## src/rtl/mul_arbiter_pkg.sv

```systemverilog
// Shared types and constants for the multiplier arbiter: FSM encoding,
// product-word select codes and operand width.
package mul_arbiter_pkg;

   localparam int   OPW     = 16;
   localparam logic MODE_LO = 1'b0;
   localparam logic MODE_HI = 1'b1;

   typedef enum logic [1:0] {
      ST_IDLE    = 2'd0,
      ST_ISSUE   = 2'd1,
      ST_WAIT    = 2'd2,
      ST_DELIVER = 2'd3
   } state_t;

endpackage

```

## src/rtl/mul_arbiter_rr_pick.sv

```systemverilog
// Combinational round-robin picker: first asserted request at or above ptr,
// wrapping modulo N with an explicit compare so non-power-of-two N works.
module rr_pick
   import mul_arbiter_pkg::*;
#(
   parameter int N    = 4,
   parameter int IDXW = 2
) (
   input  logic [N-1:0]    req,
   input  logic [IDXW-1:0] ptr,
   output logic            valid,
   output logic [IDXW-1:0] idx
);

   // Scan from the farthest slot back to ptr so the nearest hit is written last.
   always_comb begin
      logic [IDXW:0] w_slot;
      valid  = 1'b0;
      idx    = '0;
      w_slot = '0;
      for (int k = N - 1; k >= 0; k--) begin
         w_slot = {1'b0, ptr} + (IDXW + 1)'(k);
         if (w_slot >= (IDXW + 1)'(N)) begin
            w_slot = w_slot - (IDXW + 1)'(N);
         end
         if (req[w_slot[IDXW-1:0]]) begin
            valid = 1'b1;
            idx   = w_slot[IDXW-1:0];
         end
      end
   end

endmodule

```

## src/rtl/mul_arbiter.sv

```systemverilog
// Round-robin scheduler sharing one sequential 16x16 multiplier among N
// requesters, with a watchdog that aborts a hung multiply and reports err.
module mul_arbiter
   import mul_arbiter_pkg::*;
#(
   parameter int N       = 4,
   parameter int IDXW    = 2,
   parameter int TIMEOUT = 127
) (
   input  logic                 clk,
   input  logic                 rst,
   input  logic [N-1:0]         req,
   input  logic [N-1:0]         req_mode,
   input  logic [OPW*N-1:0]     req_a,
   input  logic [OPW*N-1:0]     req_b,
   output logic [N-1:0]         ack,
   output logic [N-1:0]         done,
   output logic [OPW-1:0]       res_data,
   output logic                 err,
   output logic                 busy,
   output logic                 mul_start,
   output logic                 mul_mode,
   output logic [OPW-1:0]       mul_num1,
   output logic [OPW-1:0]       mul_num2,
   input  logic [OPW-1:0]       mul_result,
   input  logic                 mul_rdy,
   input  logic                 mul_work
);

   localparam int WDW = $clog2(TIMEOUT + 1);

   state_t          r_state;
   logic [IDXW-1:0] r_ptr;
   logic [IDXW-1:0] r_idx;
   logic [WDW-1:0]  r_wd;

   logic            w_pickValid;
   logic [IDXW-1:0] w_pickIdx;

   rr_pick #(
      .N    (N),
      .IDXW (IDXW)
   ) u_pick (
      .req   (req),
      .ptr   (r_ptr),
      .valid (w_pickValid),
      .idx   (w_pickIdx)
   );

   // The operand outputs double as the grant latches; strobes default low each cycle.
   always_ff @(posedge clk or posedge rst) begin
      if (rst) begin
         r_state   <= ST_IDLE;
         r_ptr     <= '0;
         r_idx     <= '0;
         r_wd      <= '0;
         ack       <= '0;
         done      <= '0;
         res_data  <= '0;
         err       <= 1'b0;
         busy      <= 1'b0;
         mul_start <= 1'b0;
         mul_mode  <= MODE_LO;
         mul_num1  <= '0;
         mul_num2  <= '0;
      end else begin
         ack       <= '0;
         done      <= '0;
         err       <= 1'b0;
         mul_start <= 1'b0;
         case (r_state)
            ST_IDLE: begin
               if (w_pickValid && !mul_work) begin
                  r_idx            <= w_pickIdx;
                  mul_num1         <= req_a[OPW*w_pickIdx +: OPW];
                  mul_num2         <= req_b[OPW*w_pickIdx +: OPW];
                  mul_mode         <= req_mode[w_pickIdx];
                  mul_start        <= 1'b1;
                  ack[w_pickIdx]   <= 1'b1;
                  busy             <= 1'b1;
                  r_state          <= ST_ISSUE;
               end
            end
            ST_ISSUE: begin
               r_wd    <= '0;
               r_state <= ST_WAIT;
            end
            ST_WAIT: begin
               // A completion in the expiry cycle still wins over the abort.
               if (mul_rdy) begin
                  res_data    <= mul_result;
                  done[r_idx] <= 1'b1;
                  r_state     <= ST_DELIVER;
               end else if (r_wd == WDW'(TIMEOUT - 1)) begin
                  res_data    <= '0;
                  done[r_idx] <= 1'b1;
                  err         <= 1'b1;
                  r_state     <= ST_DELIVER;
               end else begin
                  r_wd <= r_wd + 1'b1;
               end
            end
            ST_DELIVER: begin
               r_ptr   <= (r_idx == IDXW'(N - 1)) ? '0 : r_idx + 1'b1;
               busy    <= 1'b0;
               r_state <= ST_IDLE;
            end
            default: r_state <= ST_IDLE;
         endcase
      end
   end

endmodule

```

## config.mk

```make
export PLATFORM = sky130hd
export DESIGN_NAME = mul_arbiter
export DESIGN_NICKNAME = d
export VERILOG_FILES = /design/src/rtl/mul_arbiter_pkg.sv /design/src/rtl/mul_arbiter_rr_pick.sv /design/src/rtl/mul_arbiter.sv
export SDC_FILE = /design/constraint.sdc
export NUM_CORES = 1
export LEC_CHECK = 0
export BUFFER_PORTS_ARGS = -buffer_cell sky130_fd_sc_hd__buf_2
export CAP_MARGIN = 20
export CELL_PAD_IN_SITES_DETAIL_PLACEMENT = 2
export CELL_PAD_IN_SITES_GLOBAL_PLACEMENT = 2
export CORE_ASPECT_RATIO = 2
export CORE_UTILIZATION = 27
export CTS_BUF_LIST = sky130_fd_sc_hd__clkbuf_4 sky130_fd_sc_hd__clkbuf_8
export DETAILED_ROUTE_END_ITERATION = 12
export PLACE_DENSITY_LB_ADDON = 0.15
export SKIP_LAST_GASP = 1
export SYNTH_ARGS = -nofsm -noshare
export SYNTH_HDL_FRONTEND = slang
export SYNTH_SLANG_ARGS = --single-unit
```

## constraint.sdc

```tcl
create_clock -name clk -period 2.95 [get_ports clk]
set_input_delay 0.295 -clock clk [delete_from_list [all_inputs] [get_ports clk]]
set_output_delay 0.295 -clock clk [all_outputs]
set_load 0.02 [all_outputs]
```

## Word level (Yosys, flattened, before mapping)

Cells that the tools add are included.
W data, S select, Z words.

- Add/sub/neg operators: 9
- Multiply operators: 0
- Divide/modulo/power cells: 0
- Order comparisons: 12
- Eq/ne operators: 9
- Shifts and indexed selects: 2
- Multiplexer cells: 48
- Bitwise gates (word level): 0
- Reductions and logical operators: 13

Operator list:

| operator | count |
|---|---|
| $shiftx A64 B7 Y16 | 2 |
| $mux W16 | 2 |
| $mux W2 | 12 |
| $mux W4 | 5 |
| $lt A2 B3 Y1 const B | 6 |
| $mux W1 | 17 |
| $mux W7 | 2 |
| $pmux W7 S2 | 1 |
| $bmux W1 S2 | 5 |
| $ge A3 B3 Y1 const B | 3 |
| $pmux W2 S4 | 1 |
| $reduce_and A2 Y1 | 4 |
| $sub A2 B1 Y2 const B | 4 |
| $add A7 B1 Y7 const B | 1 |
| $eq A7 B7 Y1 const B | 1 |
| $add A2 B2 Y3 const B | 2 |
| $eq A2 B2 Y1 const B | 3 |
| $ne A2 B2 Y1 const B | 3 |
| $reduce_bool A2 Y1 | 3 |
| $demux W1 S2 | 2 |
| $ge A2 B1 Y1 const B | 2 |
| $add A2 B1 Y3 const B | 1 |
| $ge A2 B3 Y1 const B | 1 |
| $logic_and A1 B1 Y1 | 3 |
| 7 further kinds | 7 |

- Register bits: 73
- Bits in latches: 0
- RAM bits: 0
- Memory bits (read-only): 0
- Bits of input ports: 156
- Output and inout bits: 60
- Logic and storage cells: 106
- Memories: 0

## Longest topological paths before layout

Gate-level depths: netlist of the first run.

- Word-level depth: 15
- Depth in mapped cells: 9
- Gate-level depth less buffers: 7

## Hierarchy

From an unflattened synthesis of the first run, not the netlist that was laid out.

- Cells, all modules: 339
- Area, all modules: 3,842.4 µm²

By module, submodules not included:

| module | times used | cells an instance | area an instance (µm²) | sequential area each (µm²) |
|---|---|---|---|---|
| mul_arbiter | 1 | 326 | 3,764.9 | 1,826.8 |
| rr_pick | 1 | 13 | 77.6 | 0.0 |

## Worst setup path before layout of the first run

Ideal clock, no wire load.

- Path kind: reg2reg
- From: reg r_ptr[1]
- To: reg mul_num2[10]
- Setup time: 0.131 ns
- Arrival time: 1.660 ns
- Required time: 2.819 ns
- Setup slack: 1.159 ns
- Stages on the path, launching flop included: 8
- Buffers on the path: 2
- Period minus slack after synthesis: 1.791 ns
- Cell sequence: dfrtp_1 buf_6 or3b_4 o221ai_4 buf_8 mux2_4 nand2_1 a21oi_2

- Word-level cells in the longest chain between the ends: 11
- Elaborated cells between the ends (all ways): 34
- Those cells by class: add/sub: 7; order compare: 4; shift: 1; mux: 20; reduce/logical: 2

RTL lines:

| element | line | RTL |
|---|---|---|
| start, declared | mul_arbiter.sv:33 | `logic [IDXW-1:0] r_ptr;` |
| start signal, assigned | mul_arbiter.sv:104 | `r_ptr <= (r_idx == IDXW'(N - 1)) ? '0 : r_idx + 1'b1;` |
| parallel branches: the longest is 11 deep, another holds $add A2 B2 Y3 | - |  |
| end signal, assigned | mul_arbiter.sv:76 | `mul_num2 <= req_b[OPW*w_pickIdx +: OPW];` |
| end, declared | mul_arbiter.sv:24 | `output logic [OPW-1:0] mul_num2,` |

Several ways; the timed one is not identified. The select of a mux whose other input is x is not followed.
A chain may end at the register's enable or synchronous reset.

## Final worst setup path of the first run

- From: reg r_ptr[1]
- To: reg mul_num1[14]

- Word-level cells in the longest chain between the ends: 11
- Elaborated cells between the ends (all ways): 34
- Those cells by class: add/sub: 7; order compare: 4; shift: 1; mux: 20; reduce/logical: 2

RTL lines:

| element | line | RTL |
|---|---|---|
| parallel branches: the longest is 11 deep, another holds $add A2 B2 Y3 | - |  |
| end signal, assigned | mul_arbiter.sv:75 | `mul_num1 <= req_a[OPW*w_pickIdx +: OPW];` |
| end, declared | mul_arbiter.sv:23 | `output logic [OPW-1:0] mul_num1,` |

Several ways; the timed one is not identified. The select of a mux whose other input is x is not followed.

==> impl_results.md, run 1 <==
* Leakage at 2.796 nW
* Post-route ant nets at 0
* Std cell rows at 63
* Hold crit path type: input port to asynchronous set/reset pin
* Initial antenna violation count at 1
* Die Area at 15610 sq um
* Commonest non-fill, non-tap cells in the layout: 215 x buf_2, 73 x dfrtp_1, 48 x nor2_1
* Fin crit period at 2.427 ns
* CP max FO at 22
* H-Tree Depth at 3
* Async set-reset flop share out of synthesis at 1.000
* CTS Buf Count at 9
* Largest area contributor in the netlist: dfrtp_1
* Layout fillers at 1744
* Routed Wire Length at 14250 um
* Least-Margin Pin Slew at 1.010 ns
* CTS max path bufs at 2
* Slew HR at 0.3268
* CP startpoint kind: flop
* DRT iter0 DRCs at 78
* Gate count after technology mapping at 385
* Total Neg Setup Slack at 0 ns
* CTS tree: yes
* Area of the multi-input gates at 2032 sq um
* Final period utilization at 0.8228
* Status: finished, final reports clean
* Clk_skew at 0.01431 ns
* Gr usage total at 0.1912
* Max-cap violations at 0
* CP required at 3.17 ns
* Share of Yosys cell area claimed by the top area cell type at 0.4484
* Sequential cell area at 1827 sq um
* YS warnings at 0
* Post-synth EDFFs at 0
* Pin count of the biggest net entering global routing at 42
* Ratio of cells with drive above 1 in the final layout at 0.5143
* Synth area leaders: dfrtp_1 45%, mux2_4 9.6%, a221oi_1 7.1%
* CTS sink cnt at 73
* Die X at 88.86 um
* Final GP Congestion at 0.7203
* Final slew viol count at 0
* Top_reg_cell synth: dfrtp_1
* Core Area at 14740 sq um
* Via density per instance at 4.877
* Sequential share of the synthesized area at 0.4484
* Initial Util at 0.2764
* CP max-delay cell: o221ai_4
* Congestion Overflow GR at 0
* Vias in the first global route at 4396
* Placed cells at 774
* Placement Cell Area at 5318 sq um
* Avg WL per Cell at 18.02 um
* Final setup fails at 0
* Final hold viol count at 0
* IO Pins at 216
* DRT Pass-1 Iters at 4
* Distinct cells, synth at 44
* RSZ-0062 raised after global routing: false
* PwrDens at 931.3 nW/um^2
* Crit path kind: flop to flop
* CP Cell Sequence: mux2i_1 -> o221ai_4 -> buf_12 -> mux2_2 -> nand2_1 -> a21oi_1
* Post-CTS setup buffer count at 0
* Core Util, Final at 0.3737
* Non-Filler Instances at 791
* Highest Clock Rate at 0.4120 GHz
* Die height at 175.7 um
* Mapped Area at 4074 sq um
* CP Data Arrival Time at 2.65 ns
* Worst-path clk slew at 0.10 ns
* Worst skew pair latency at 0.35 ns
* CP Buf/Inv Count at 1
* Critical path's largest stage delay at 0.82 ns
* CP delay by family, top: compound AO/OA/AOI/OAI gates
* Synth Net Count at 552
* Post-DP HPWL at 11310 um
* Commonest non-fill, non-tap cell in the layout: buf_2
* VDD IR max at 0.2975 mV
* Yosys reg bits at 73
* WHS at 0.05246 ns
* I/O Buffers at 215
* CTS root buf: clkbuf_8
* Layout Nets at 757
* Crit end category: flop
* Post-CTS Hold Buffers at 0
* Cts repair resizes at 0
* Via count at 3858
* First-pass GRT wire length at 22260 um
* Layout area overhead at 35.20%
* Fin area at 5508 sq um
* DRC at 0
* Mean Syn Cell Area at 10.58 sq um
## sequential cells by signal (all words and copies together) (netlist names)
register / count
mul_num1: 16
mul_num2: 16
res_data: 16
r_wd: 7
ack: 4
done: 4
r_idx: 2
r_ptr: 2
r_state: 2
busy: 1
err: 1
mul_mode: 1
mul_start: 1
## synthesized netlist by cell type (2+ instances only)
| library cell | count |
|---|---|
| a21oi_1 | 13 |
| a21oi_2 | 26 |
| a221oi_1 | 33 |
| a22o_1 | 16 |
| and2_1 | 2 |
| and3_1 | 2 |
| buf_2 | 5 |
| buf_6 | 4 |
| buf_8 | 2 |
| clkbuf_1 | 14 |
| dfrtp_1 | 73 |
| ha_1 | 11 |
| inv_1 | 13 |
| mux2_2 | 8 |
| mux2_4 | 26 |
| mux2i_1 | 2 |
| nand2_1 | 43 |
| nand2b_1 | 2 |
| nand3_1 | 6 |
| nor2_1 | 48 |
| nor2b_1 | 2 |
| o21ai_0 | 10 |
| o21ai_1 | 2 |
| xor2_1 | 2 |
## worst paths after layout
kind | start | endpoint | slack (ns) | cells after the start
setup / recovery | r_ptr[1] | mul_num1[14] | 0.52 | 6
setup reg to reg | r_ptr[1] | mul_num1[14] | 0.52 | 6
hold reg to reg | res_data[10] | res_data[10] | 0.50 | 1
hold / removal | rst | res_data[0] | 0.05 | 2
max in group asynchronous | rst | mul_num1[13] | 2.20 | 3
min in group clk | mul_result[8] | res_data[8] | 0.16 | 2
## routing by layer
metal / up-vias / share of wire / GRT usage / wire (um)
met5: - / 0 / 0 / 0
met1: 1924 / 0.32 / 0.1772 / 4581
met2: 128 / 0.61 / 0.3894 / 8682
li1: 1790 / - / - / -
met4: 0 / 0.020 / 0.06452 / 280
met3: 16 / 0.050 / 0.03712 / 706
## cell type report
cell class / count / area share
Inverter: 13 / 0.008860
Tap cell: 195 / 0.04430
Sequential cell: 73 / 0.3317
Clock buffer: 9 / 0.02249
Timing Repair Buffer: 222 / 0.2117
Clock inverter: 7 / 0.01159
Multi-Input combinational cell: 271 / 0.3689
Antenna cell: 1 / 0.0004543
## stage by stage
step / setup slack [ns] / power [mW]
floorplan: 0.8017 / 3.534
global placement: 0.5797 / 4.336
detailed placement: 0.4972 / 4.457
CTS: 0.4609 / 5.257
global route: 0.3310 / 5.537
finish: 0.5227 / 5.129
## logic make-up (layout without fill, tap and decap cells)
logic type / Yosys count / count (layout) / synth area share
simple gates: 113 / 113 / 0.1179
compound gates: 108 / 108 / 0.2141
flops: 73 / 73 / 0.4484
buf+inv: 41 / 251 / 0.05651
mux: 36 / 36 / 0.1229
fa+ha+maj: 11 / 11 / 0.03378
xor+xnor: 3 / 3 / 0.006451
other cells: 0 / 1 / 0
## report_power, final
part | leakage, nW | switching (mW) | internal [mW]
Clock | 0.0899 | 0.441 | 0.323
Combinational | 1.82 | 1.64 | 1.05
Sequential | 0.889 | 0.259 | 1.41
## worst register-to-register path, delay by kind of cell, from the launching register on
kind	cells	cell delay (ns)
buffers and inverters	1	0.27
AO/OA/AOI/OAI	2	0.88
AND/OR/NAND/NOR	1	0.07
multiplexers	2	0.55
flip-flops	1	0.53
(Power assumes the default switching activity.)
==> run 2, diff against run 1 <==
--- a/config.mk
+++ b/config.mk
@@ -5,12 +5,13 @@
 export SDC_FILE = /design/constraint.sdc
 export NUM_CORES = 1
 export LEC_CHECK = 0
+export ABC_AREA = 1
 export BUFFER_PORTS_ARGS = -buffer_cell sky130_fd_sc_hd__buf_2
 export CAP_MARGIN = 20
 export CELL_PAD_IN_SITES_DETAIL_PLACEMENT = 2
 export CELL_PAD_IN_SITES_GLOBAL_PLACEMENT = 2
 export CORE_ASPECT_RATIO = 2
-export CORE_UTILIZATION = 27
+export CORE_UTILIZATION = 22
 export CTS_BUF_LIST = sky130_fd_sc_hd__clkbuf_4 sky130_fd_sc_hd__clkbuf_8
 export DETAILED_ROUTE_END_ITERATION = 12
 export PLACE_DENSITY_LB_ADDON = 0.15
==> constraint.sdc (replaced) <==
create_clock -name clk -period 2 [get_ports clk]
set_input_delay 0.2 -clock clk [delete_from_list [all_inputs] [get_ports clk]]
set_output_delay 0.2 -clock clk [all_outputs]
set_load 0.02 [all_outputs]
==> impl_results.md, run 2 <==
* Status: finished, final reports clean
* CP required at 2.26 ns (-0.91 ns)
* Final slew viol count at 0 (unchanged)
* Avg WL per Cell at 16.25 um (-9.8%)
* Synth area leaders: dfrtp_1 39%, nand2_1 26%, nand3_1 13%
* Hold crit path type: input port to flop
* Non-Filler Instances at 1224 (+55%)
* CP max-delay cell: dfrtp_2
* Most common cell in the netlist: nand2_1
* Final period utilization at 0.9880 (+0.1651)
* Placement Setup Slack at -0.1777 ns (-0.6749 ns)
* Core Area at 20930 sq um (+42%)
* RSZ-0062 raised after global routing: true
* Critical Path Most Common Cell: nand2_1
* CTS sink cnt at 73 (unchanged)
* CP max FO at 8 (-64%)
* Post-Synth Simple-Gate Area at 0.4262 (+0.3083)
* Die height at 208.1 um (+18%)
* CP startpoint kind: flop
* Worst-path clk slew at 0.08 ns (-0.02 ns)
* Hold depth at 3
* CP Data Arrival Time at 2.24 ns (-0.41 ns)
* Commonest non-fill, non-tap cell in the layout: nand2_1
* IO Pins at 216 (unchanged)
* Pin count of the biggest net entering global routing at 42 (unchanged)
* Layout fillers at 2601 (+49%)
* First-pass GRT wire length at 30750 um (+38%)
* Final setup fails at 0 (unchanged)
* Top flop regs: mul_num1 x16, mul_num2 x16, res_data x16
* Leakage at 4.113 nW (+47%)
* Synth Net Count at 889 (+61%)
* YS warnings at 0 (unchanged)
* CTS Buf Count at 9 (unchanged)
* Via count at 5402 (+40%)
* Top_reg_cell synth: dfrtp_1
* Fin crit period at 1.976 ns (-0.4514 ns)
* R2R cell count at 15 (+9)
* DRT Pass-1 Iters at 3 (-1)
* DRC at 0 (unchanged)
* Highest Clock Rate at 0.5061 GHz (+23%)
* Mean Syn Cell Area at 6.469 sq um (-39%)
* Via density per instance at 4.413 (-9.5%)
* Initial Util at 0.2232 (-0.05318)
* Post-route ant nets at 0 (unchanged)
* Share of Yosys cell area claimed by the top area cell type at 0.3911 (-0.05730)
* Async set-reset flop share out of synthesis at 1.000 (unchanged)
* Std cell rows at 75 (+19%)
* Vias in the first global route at 5875 (+34%)
* Routed Wire Length at 19890 um (+40%)
* DRT iter0 DRCs at 116 (+49%)
* Layout Nets at 1116 (+47%)
* Sequential cell area at 1829 sq um (+0.14%)
* Post-synthesis mux area share at 0 (-0.1229)
* Initial antenna violation count at 2 (+1)
* PwrDens at 1849 nW/um^2 (+99%)
* Critical path's largest stage delay at 0.46 ns (-0.36 ns)
* Die Area at 21850 sq um (+40%)
* Ratio of cells with drive above 1 in the final layout at 0.3082 (-0.2061)
* Synth Area in Adders at 0.02947 (-0.004317)
* Largest area contributor in the netlist: dfrtp_1
* Post-DP HPWL at 15520 um (+37%)
* CTS max path bufs at 2 (unchanged)
* Max-cap violations at 0 (unchanged)
* Post-synth EDFFs at 0 (unchanged)
* H-Tree Depth at 3 (unchanged)
* Congestion Overflow GR at 0 (unchanged)
* Worst setup margin at 0.02405 ns (-0.4986 ns)
* Die X at 105.0 um (+18%)
* Post-synthesis xor/xnor area fraction at 0.009376 (+0.002926)
* Crit path kind: flop to flop
* Sequential share of the synthesized area at 0.3911 (-0.05730)
* CTS tree: yes
* Gate count after technology mapping at 722 (+88%)
* Synth top cells by count: 328 x nand2_1, 124 x nand3_1, 93 x inv_1
* Core Util, Final at 0.3233 (-0.05036)
* VDD IR max at 0.5803 mV (+95%)
* Mapped Area at 4671 sq um (+15%)
* Placed cells at 1201 (+55%)
* Final GP Congestion at 0.7850 (+9.0%)
* Slew HR at 0.5794 (+0.2526)
* Combinational family with the most area after synthesis: simple AND/OR/NAND/NOR gates
* Gr usage total at 0.1840 (-0.007194)
* I/O Buffers at 215 (unchanged)
* Yosys reg bits at 73 (unchanged)
* Worst skew pair latency at 0.38 ns (+0.03 ns)
* CTS root buf: clkbuf_8
* Least-Margin Pin Slew at 0.6296 ns (-0.3802 ns)
* CP Cell Sequence: buf_6 -> nand2_1 -> o21ai_4 -> nand2_2 -> nand3_2 -> nand2_2 -> nand2_4 -> buf_6 -> buf_4 -> nand3_1 -> nand2_1 -> nand2_1 -> nand2_1 -> nand2_1 -> nand2_1
* Synth Area in Compound Gates at 0.01956 (-0.1945)
* Layout area overhead at 44.84%
* Final hold viol count at 0 (unchanged)
* Commonest non-fill, non-tap cells in the layout: 323 x nand2_1, 215 x buf_2, 123 x nand3_1
* Area of the multi-input gates at 2349 sq um (+16%)
* Clk_skew at 0.01647 ns (+0.002162 ns)
* Distinct cells, synth at 26 (-41%)
* Crit end category: flop
run 2: area by class of cell:
type	instances	share of cell area
Multi-Input combinational cell	513	0.3471
Sequential cell	73	0.2704
Timing Repair Buffer	257	0.2486
Inverter	95	0.05382
Tap cell	269	0.04975
Clock buffer	10	0.02034
Clock inverter	6	0.009617
Antenna cell	1	0.0003699
run 2: final timing paths:
check | slack [ns] | start | end
worst max register to register | 0.02 | r_ptr[0] | mul_num2[6]
worst max-delay path | 0.02 | r_ptr[0] | mul_num2[6]
worst min register to register | 0.47 | res_data[9] | res_data[9]
max in group asynchronous | 0.95 | rst | mul_num1[7]
worst min-delay path | 0.06 | mul_result[14] | res_data[14]
min in group asynchronous | 0.45 | rst | mul_start
run 2: timing repair:
action                                  4_1_cts  5_1_grt
endpoints found under the setup margin       37       35
gates resized for setup                       4       27
hold endpoints to repair                     22        0
hold buffers                                  1        0
setup buffers                                 0        1
pin swaps                                     0        6
cloned                                        0        4
run 2: per-stage QoR:
step	hold slack [ns]	setup TNS [ns]	instance area, sq um	power, mW
after global placement	0.3241	-2.780	6324	10.56
final	0.06432	0	6765	12.51
after CTS	0.04206	-0.007792	6545	12.02
after detailed placement	0.3258	-4.386	6324	10.69
after global routing	0.05701	-2.416	6765	13.82
after floorplan	0.3448	0	4674	7.606
run 2: kinds of logic after synthesis:
logic type | count (synthesis)
and+or+nand+nor | 480
buffers and inverters | 136
DFF | 73
AOI/OAI and AO/OA | 17
adders and majority gates | 11
xor gates and xnor gates | 5
run 2: where the power goes:
| part | total, mW | internal (mW) | switching (mW) |
|---|---|---|---|
| sequential | 2.41 | 2.06 | 0.356 |
| combinational | 8.86 | 3.49 | 5.36 |
| clock | 1.24 | 0.612 | 0.625 |
| total | 12.5 | 6.16 | 6.34 |
run 2: critical path: cells and delay by family, from the launching register on:
kind	cells	cell delay, ns
flops	1	0.46
buf+inv	3	0.47
compound gates	1	0.08
simple gates	11	0.86
run 2: layer usage:
| metal | wire length, um | vias up | global-route usage | part of all wire |
|---|---|---|---|---|
| met2 | 11580 | 141 | 0.3734 | 0.58 |
| met5 | 10 | - | 0 | 0.00050 |
| met1 | 7183 | 2581 | 0.1781 | 0.36 |
| met3 | 614 | 24 | 0.02726 | 0.031 |
| met4 | 497 | 2 | 0.07771 | 0.025 |
| li1 | - | 2654 | - | - |
==> run 3, diff against run 2 <==
--- a/config.mk
+++ b/config.mk
@@ -5,13 +5,13 @@
 export SDC_FILE = /design/constraint.sdc
 export NUM_CORES = 1
 export LEC_CHECK = 0
-export ABC_AREA = 1
+export ABC_AREA = 0
 export BUFFER_PORTS_ARGS = -buffer_cell sky130_fd_sc_hd__buf_2
 export CAP_MARGIN = 20
 export CELL_PAD_IN_SITES_DETAIL_PLACEMENT = 2
 export CELL_PAD_IN_SITES_GLOBAL_PLACEMENT = 2
 export CORE_ASPECT_RATIO = 2
-export CORE_UTILIZATION = 22
+export CORE_UTILIZATION = 24
 export CTS_BUF_LIST = sky130_fd_sc_hd__clkbuf_4 sky130_fd_sc_hd__clkbuf_8
 export DETAILED_ROUTE_END_ITERATION = 12
 export PLACE_DENSITY_LB_ADDON = 0.15
==> impl_results.md, run 3 (synthesis gave the netlist of run 1 again) <==
* Status: finished, final reports clean
* Met3 Use GR at 0.03618 (+0.008923)
* CTS sink cnt at 73 (unchanged)
* Layout area overhead at 38.11%
* Worst-path clk slew at 0.09 ns (about the same)
* Pin count of the biggest net entering global routing at 39 (-7.1%)
* Reg2Reg Setup Slack at 0.20 ns (+0.17 ns)
* Final slew viol count at 0 (unchanged)
* Congestion Overflow GR at 0 (unchanged)
* Avg WL per Cell at 17.99 um (+11%)
* I/O Buffers at 215 (unchanged)
* CP Cell Sequence: or3b_4 -> o221ai_4 -> buf_12 -> mux2_2 -> nand2_1 -> a21oi_1
* Fin crit period at 1.802 ns (-0.1735 ns)
* Commonest non-fill, non-tap cells in the layout: 215 x buf_2, 73 x dfrtp_1, 48 x nor2_1
* RSZ-0062 raised after global routing: false
* Layout Nets at 766 (-31%)
* VDD IR max at 0.4637 mV (-20%)
* Final GP Congestion at 0.7927 (+0.98%)
* CP Data Arrival Time at 2.04 ns (-0.20 ns)
* Highest Clock Rate at 0.5548 GHz (+9.6%)
* Ratio of cells with drive above 1 in the final layout at 0.5199 (+0.2117)
* Hold Path Origin: mul_result[3]
* DRT iter0 DRCs at 56 (-52%)
* Post-DP HPWL at 11690 um (-25%)
* Die X at 94.13 um (-10%)
* CTS max path bufs at 2 (unchanged)
* CP startpoint kind: flop
* CP required at 2.24 ns (-0.02 ns)
* Placement Cell Area at 5421 sq um (-14%)
* Worst setup margin at 0.1976 ns (+0.1735 ns)
* WP depth at 6 (-9)
* Post-route ant nets at 0 (unchanged)
* Global route hottest layer: met2
* Overall power at 7.655 mW (-39%)
* CP max-delay cell: dfrtp_1
* Hold crit path type: input port to flop
* Hold depth at 2 (-1)
* Final period utilization at 0.9012 (-0.08676)
* Via density per instance at 4.822 (+9.3%)
* Met1 Track Usage GR at 0.1554 (-0.02272)
* IO Pins at 216 (unchanged)
* CP max FO at 18 (+10)
* DRT Pass-1 Iters at 4 (+1)
* Max-cap violations at 0 (unchanged)
* Reg-to-reg startpoint: r_ptr[1]
* Layout fillers at 1930 (-26%)
* CP delay by family, top: simple AND/OR/NAND/NOR gates
* Fin area at 5627 sq um (-17%)
* Critical path's largest stage delay at 0.43 ns (-0.03 ns)
* Worst skew pair latency at 0.36 ns (-0.02 ns)
* CP Buf/Inv Count at 1 (-2)
* CTS root buf: clkbuf_8
* Area of the multi-input gates at 2032 sq um (-13%)
* Via count at 3930 (-27%)
* Top flop regs: mul_num1 x16, mul_num2 x16, res_data x16
* Crit path kind: flop to flop
* Sequential cell area at 1827 sq um (-0.14%)
* Post-CTS setup buffer count at 0 (unchanged)
* Crit end category: flop
* Final setup fails at 0 (unchanged)
* R2R Path End: mul_num1[10]
* Slew HR at 0.5799 (+0.0005860)
* Placement Setup Slack at 0.1910 ns (+0.3687 ns)
* Final hold viol count at 0 (unchanged)
* Leakage at 2.844 nW (-31%)
* Gr usage total at 0.1716 (-0.01244)
* Core Area at 16680 sq um (-20%)
* Std cell rows at 67 (-11%)
* Commonest non-fill, non-tap cell in the layout: buf_2
* H-Tree Depth at 3 (unchanged)
* Least-Margin Pin Slew at 0.6301 ns (+0.0004467 ns)
* Clk_skew at 0.01212 ns (-0.004345 ns)
* R2R cell count at 6 (-9)
* CTS tree: yes
* DRC at 0 (unchanged)
* Initial antenna violation count at 3 (+1)
* Die Area at 17530 sq um (-20%)
* GR Util met2 at 0.3483 (-0.02505)
* Die height at 186.3 um (-10%)
* Total Neg Setup Slack at 0 ns (unchanged)
* Core Util, Final at 0.3373 (+0.01399)
* Vias in the first global route at 4523 (-23%)
* Hold endpoint: res_data[3]
* CTS Buf Count at 9 (unchanged)
* Initial Util at 0.2442 (+0.02101)
* First-pass GRT wire length at 22690 um (-26%)
* PwrDens at 1360 nW/um^2 (-26%)
* Routed Wire Length at 14660 um (-26%)
==> run 3: changes by cell type in the layout (fill, tap and decap cells not counted), sizes merged, moves of 3 or more <==
cell,previous run,this run
nor3,4,1
clkbuf,14,9
nor2,16,48
nand3,126,6
a22o,0,16
diode,1,4
nand2,331,44
buf,252,230
inv,94,16
mux2,0,34
a221oi,0,33
a21oi,4,39
==> run 3: final cells by class <==
class / count / share of cell area
Sequential cell: 73 / 0.3247
Antenna cell: 4 / 0.001779
Inverter: 13 / 0.009340
Clock buffer: 9 / 0.02201
Clock inverter: 7 / 0.01090
Timing Repair Buffer: 231 / 0.2241
Multi-Input combinational cell: 271 / 0.3611
Tap cell: 207 / 0.04603
==> run 3: what timing repair did <==
| action | CTS | global route |
|---|---|---|
| hold buffers | 1 | 0 |
| gates resized for setup | 0 | 0 |
| endpoints found under the hold margin | 12 | 0 |
| endpoints found under the setup margin | 0 | 0 |
==> run 3: stage by stage <==
step	cells	hold slack [ns]
6_report	815	0.05771
5_1_grt	814	0.04385
4_1_cts	811	0.02952
3_5_place_dp	794	0.2148
3_3_place_gp	794	0.2117
2_1_floorplan	385	0.3399
==> run 3: how the worst max path moves through the flow <==
stage	start	end	slack, ns
3_5_place_dp	r_ptr[1]	mul_num1[9]	0.19
3_3_place_gp	r_ptr[1]	mul_num1[7]	0.21
4_1_cts	r_ptr[1]	mul_num2[3]	0.19
6_report	r_ptr[1]	mul_num1[10]	0.20
5_1_grt	r_ptr[1]	mul_num2[13]	0.07
2_1_floorplan	r_ptr[1]	mul_num2[10]	0.21
==> run 3: power breakdown <==
part	switching [mW]	leakage, nW	internal, mW	total [mW]
clock network	0.662	0.0888	0.474	1.14
logic	2.44	1.87	1.62	4.06
registers	0.375	0.889	2.08	2.46
==> run 3: layer usage <==
layer	wire length, um	up-vias	part of all wire
met5	0	-	0
met4	415	0	0.028
met3	764	27	0.052
met2	8661	137	0.59
met1	4819	1951	0.33
li1	-	1815	-
==> run 3: worst reg2reg max path, cell delays in order (launching register included) <==
cell and delay [ns]:
dfrtp_1 0.43, or3b_4 0.42, o221ai_4 0.10, buf_12 0.24
mux2_2 0.36, nand2_1 0.07, a21oi_1 0.07
